--- config.mk ---
export PLATFORM = sky130hd
export DESIGN_NAME = adder_pipe
export DESIGN_NICKNAME = d
export VERILOG_FILES = /design/src/rtl/adder_pkg.sv /design/src/rtl/adder_chunk.sv /design/src/rtl/adder_pipe.sv
export SDC_FILE = /design/constraint.sdc
export NUM_CORES = 1
export LEC_CHECK = 0
export ABC_AREA = 1
export BUFFER_PORTS_ARGS = -buffer_cell sky130_fd_sc_hd__buf_4
export CAP_MARGIN = 30
export CORE_MARGIN = 2
export CORE_UTILIZATION = 40
export CTS_CLUSTER_DIAMETER = 40
export DETAILED_ROUTE_END_ITERATION = 16
export PLACE_DENSITY_LB_ADDON = 0.1
export SLEW_MARGIN = 25
export SYNTH_ARGS = -nofsm -noshare
export SYNTH_HDL_FRONTEND = slang
export SYNTH_SLANG_ARGS = --single-unit
export TNS_END_PERCENT = 5
--- constraint.sdc ---
create_clock -name clk -period 9.6 [get_ports clk]
set_clock_uncertainty 0.2 [all_clocks]
set_input_delay 1.92 -clock clk [delete_from_list [all_inputs] [get_ports clk]]
set_output_delay 1.92 -clock clk [all_outputs]
set_load 0.02 [all_outputs]
--- src/rtl/adder_pkg.sv ---
// Shared helpers for the pipelined adder: chunk geometry and its sanity check.
package adder_pkg;

  function automatic int chunk_width(input int width, input int stages);
    return width / stages;
  endfunction

  // The carry chain is cut into equal chunks, so the width must divide evenly.
  function automatic bit geometry_ok(input int width, input int stages);
    return (stages >= 1) && (width % stages == 0);
  endfunction

endpackage

--- src/rtl/adder_chunk.sv ---
// CW-bit combinational ripple adder; also exposes the carry into its MSB so the
// last stage can derive signed overflow.
module adder_chunk #(
  parameter int CW = 4
) (
  input  logic [CW-1:0] a,
  input  logic [CW-1:0] b,
  input  logic          cin,
  output logic [CW-1:0] sum,
  output logic          cout,
  output logic          cmsb
);

  logic [CW:0] carry;

  always_comb begin
    carry    = '0;
    sum      = '0;
    carry[0] = cin;
    for (int i = 0; i < CW; i++) begin
      sum[i]     = a[i] ^ b[i] ^ carry[i];
      carry[i+1] = (a[i] & b[i]) | (carry[i] & (a[i] ^ b[i]));
    end
  end

  assign cout = carry[CW];
  assign cmsb = carry[CW-1];

endmodule

--- src/rtl/adder_pipe.sv ---
// Pipelined ripple-carry adder/subtractor: one CW-bit chunk of the carry chain
// per stage, all stages advancing together under a single global enable.
module adder_pipe
  import adder_pkg::*;
#(
  parameter int WIDTH  = 16,
  parameter int STAGES = 4
) (
  input  logic             clk,
  input  logic             rst_n,
  input  logic             in_valid,
  output logic             in_ready,
  input  logic [WIDTH-1:0] a,
  input  logic [WIDTH-1:0] b,
  input  logic             cin,
  input  logic             sub,
  output logic             out_valid,
  input  logic             out_ready,
  output logic [WIDTH-1:0] sum,
  output logic             cout,
  output logic             ovf
);

  localparam int CW = chunk_width(WIDTH, STAGES);

  if (!geometry_ok(WIDTH, STAGES)) begin : g_bad_geometry
    $error("adder_pipe: WIDTH must be a positive multiple of STAGES");
  end

  // Operands ride along with the partial sum; upper chunks are consumed later.
  typedef struct packed {
    logic             valid;
    logic             carry;
    logic             cmsb;
    logic [WIDTH-1:0] s;
    logic [WIDTH-1:0] a;
    logic [WIDTH-1:0] b;
  } stage_t;

  stage_t in_rec;
  stage_t st_q [STAGES];
  stage_t st_d [STAGES];
  logic   adv;

  assign adv      = !st_q[STAGES-1].valid || out_ready;
  assign in_ready = adv;

  // Subtraction is a + ~b + ~borrow, so invert both B and the carry-in up front.
  always_comb begin
    in_rec       = '0;
    in_rec.valid = in_valid;
    in_rec.carry = sub ^ cin;
    in_rec.a     = a;
    in_rec.b     = sub ? ~b : b;
  end

  for (genvar k = 0; k < STAGES; k++) begin : g_stage
    stage_t        prev;
    stage_t        nxt;
    logic [CW-1:0] chunk_sum;
    logic          chunk_cout;
    logic          chunk_cmsb;

    if (k == 0) begin : g_first
      assign prev = in_rec;
    end else begin : g_rest
      assign prev = st_q[k-1];
    end

    adder_chunk #(.CW(CW)) u_chunk (
      .a    (prev.a[k*CW +: CW]),
      .b    (prev.b[k*CW +: CW]),
      .cin  (prev.carry),
      .sum  (chunk_sum),
      .cout (chunk_cout),
      .cmsb (chunk_cmsb)
    );

    always_comb begin
      nxt                 = prev;
      nxt.s[k*CW +: CW]   = chunk_sum;
      nxt.carry           = chunk_cout;
      nxt.cmsb            = chunk_cmsb;
    end

    assign st_d[k] = nxt;
  end

  // Clearing the whole record, not just valid, keeps sum/cout/ovf at zero after reset.
  always_ff @(posedge clk) begin
    if (!rst_n) begin
      for (int k = 0; k < STAGES; k++) st_q[k] <= '0;
    end else if (adv) begin
      for (int k = 0; k < STAGES; k++) st_q[k] <= st_d[k];
    end
  end

  assign out_valid = st_q[STAGES-1].valid;
  assign sum       = st_q[STAGES-1].s;
  assign cout      = st_q[STAGES-1].carry;
  assign ovf       = st_q[STAGES-1].carry ^ st_q[STAGES-1].cmsb;

endmodule

==> flow_summary.toml <==
[outcome]
status = "complete, no violations"

[sta]
final-setup-viol-count = 0
setup-tns-final_ns = 0
setup_ws_ns = 5.10
max-slew-margin-rel = 0.434
finalMaxSlewViolations = 0
fmax_mhz = 222
min_period_over_period = 0.469
worst_slew_pin_slew_ns = 0.848
rsz0062_at_grt = "no"
min_period_ns = 4.50
hold_viol_final = 0

[die]
io_pins = 58
dieArea_um2 = 12200
die_w_um = 110
die_y_um = 110
placementRows = 38
core_um2 = 10900
start_util = 0.413

[synthesis]
syn-cell-area_um2 = 4520
ys_types = 13
yosysWarnings = 0
postSynthCellCount = 397
synth_area_leader_cell = "edfxtp_1"
synth_xor_area_frac = 0.0116
synth_mux_area_frac = 0
synth_top_family_by_area = "buffers and inverters"
seq_area_frac_synth = 0.645
synth-simple-area-share = 0.131
synth_fp_nets = 451
synth_top_area_share = 0.645
ys_ff_latch = 97
synth_adder_area_share = 0.0709
synth_area_per_cell_um2 = 11.4
synth-compound-area-share = 0
ys_top_cells_by_area = "edfxtp_1 (64%), inv_1 (9.4%), fa_1 (7.1%)"

[placed_design]
place_congestion = 0.694
place_hpwl_mm = 3.48
io_buffers = 57
place_inst = 567
preCtsSetupSlack_ns = 5.09

[routing]
routed_wl_mm = 5.64
routed-via-count = 2302
antenna_left = 0
via_per_inst = 3.96
drc = 0
dr.pass1.iters = 4
first_iter_violations = 124
routedWlPerCell_um = 9.69

[power]
p_clk_frac = 0.377
switchingPower_mw = 0.203
swShare = 0.209
power.internal_mw = 0.768
cellLeakagePower_nw = 2.38
vdd_drop_max_mv = 0.0797
p_per_area_nw_per_um2 = 185
seqPwrFrac = 0.527
p_comb_frac = 0.096

[finish]
synthToLayoutAreaGrowth_pct = 16.2
antenna_cells = 0
fin_util = 0.480
top_regs = "st_q: 97 flops"
largest_reg_flops = 97
largest_register = "st_q"
layout-drive-gt1-share = 0.238
fin_nets = 492
fin_cells = 582

[setup_path]
crit_type = "input pin to output pin"
cp_max_fo = 2
endpoint_kind = "output pin"
cp.required_ns = 7.48
setup.worst_path.start_class = "input pin"
worstPathArrival_ns = 2.38

[global_route]
grt_use_total = 0.105
grt_max_degree = 98
overflow = 0
grt_pass1_vias = 2284
antenna_found_initial = 0
grt_pass1_wl_mm = 9.77

[clock_tree]
cts_setup_buffers = 0
root_buffer = "clkbuf_16"
ctsHoldBuffers = 0
cts_resized = 0
cts.clk_slew.worst_paths_ns = 0.06
htree_levels = 3
cts_made_buffers = 9
cts.sinks = 97
cts_tree = "yes"
clockBufferDepth = 2
clk_latency_ns = 0.33

[job]
maxCapViolCount = 0

[worst_hold_path]
hp-class = "register to register"
cell usage in the layout (no fill, tap or decap), types with 3 or more instances in the layout:
| cell | synthesis | routed |
|---|---|---|
| nor2_2 | 30 | 30 |
| buf_4 | 18 | 58 |
| nand2_1 | 36 | 36 |
| xor2_1 | 3 | 3 |
| edfxtp_1 | 97 | 97 |
| xnor2_1 | 3 | 3 |
| fa_1 | 16 | 16 |
| nor2_1 | 67 | 67 |
| inv_1 | 113 | 113 |
| clkbuf_16 | 0 | 9 |
kinds of logic after synthesis:
family	Yosys count
buf+inv	142
simple gates	136
flops	97
fa+ha+maj	16
xor+xnor	6
metal layers:
layer / track usage / vias to the layer above / part of all wire
met2: 0.168 / 48 / 0.47
li1: - / 1236 / -
met1: 0.134 / 1014 / 0.47
met3: 0.0300 / 4 / 0.045
met5: 0 / - / 0
met4: 0.0482 / 0 / 0.010
worst max-delay path, stage by stage:
cell	delay [ns]
buf_4	0.11
inv_1	0.10
nand2_2	0.09
buf_4	0.16
power by group through the flow:
stage	Clock (mW)	Sequential, mW	Combinational [mW]
after global placement	0	0.520	0.0931
after global routing	0.394	0.515	0.108
after CTS	0.377	0.512	0.0952
after floorplan	0	0.519	0.0723
final	0.366	0.511	0.0929
after detailed placement	0	0.521	0.0948
synthesized netlist by cell type:
| library cell | number |
|---|---|
| nand2_2 | 2 |
| xor2_1 | 3 |
| nor2_2 | 30 |
| fa_1 | 16 |
| xnor2_1 | 3 |
| buf_2 | 7 |
| inv_1 | 113 |
| buf_4 | 18 |
| edfxtp_1 | 97 |
| buf_6 | 4 |
| nor2_1 | 67 |
| nand3_1 | 1 |
| nand2_1 | 36 |
per-stage QoR:
stage	total power [mW]	hold slack, ns	area (um^2)
2_1_floorplan	0.591	0.319	4520
3_3_place_gp	0.613	0.322	4940
3_5_place_dp	0.616	0.330	4940
4_1_cts	0.984	0.346	5250
5_1_grt	1.02	0.368	5250
6_report	0.970	0.341	5250
final timing paths:
| path | cells past startpoint | from | end | slack [ns] |
|---|---|---|---|---|
| setup / recovery | 4 | out_ready | in_ready | 5.10 |
| hold / removal | 2 | st_q[1][31] | st_q[2][31] | 0.34 |
| setup reg to reg | 8 | st_q[2][12] | st_q[3][47] | 7.20 |
| hold reg to reg | 2 | st_q[1][31] | st_q[2][31] | 0.34 |
area by class of cell:
| cell class | count | area (um^2) |
|---|---|---|
| Clock buffer | 9 | 225 |
| Clock inverter | 6 | 83.8 |
| Fill cell | 1009 | 5690 |
| Inverter | 113 | 424 |
| Multi-Input combinational cell | 158 | 982 |
| Sequential cell | 97 | 2910 |
| Tap cell | 140 | 175 |
| Timing Repair Buffer | 59 | 447 |
Note: power is estimated with default switching activity, not from simulation.
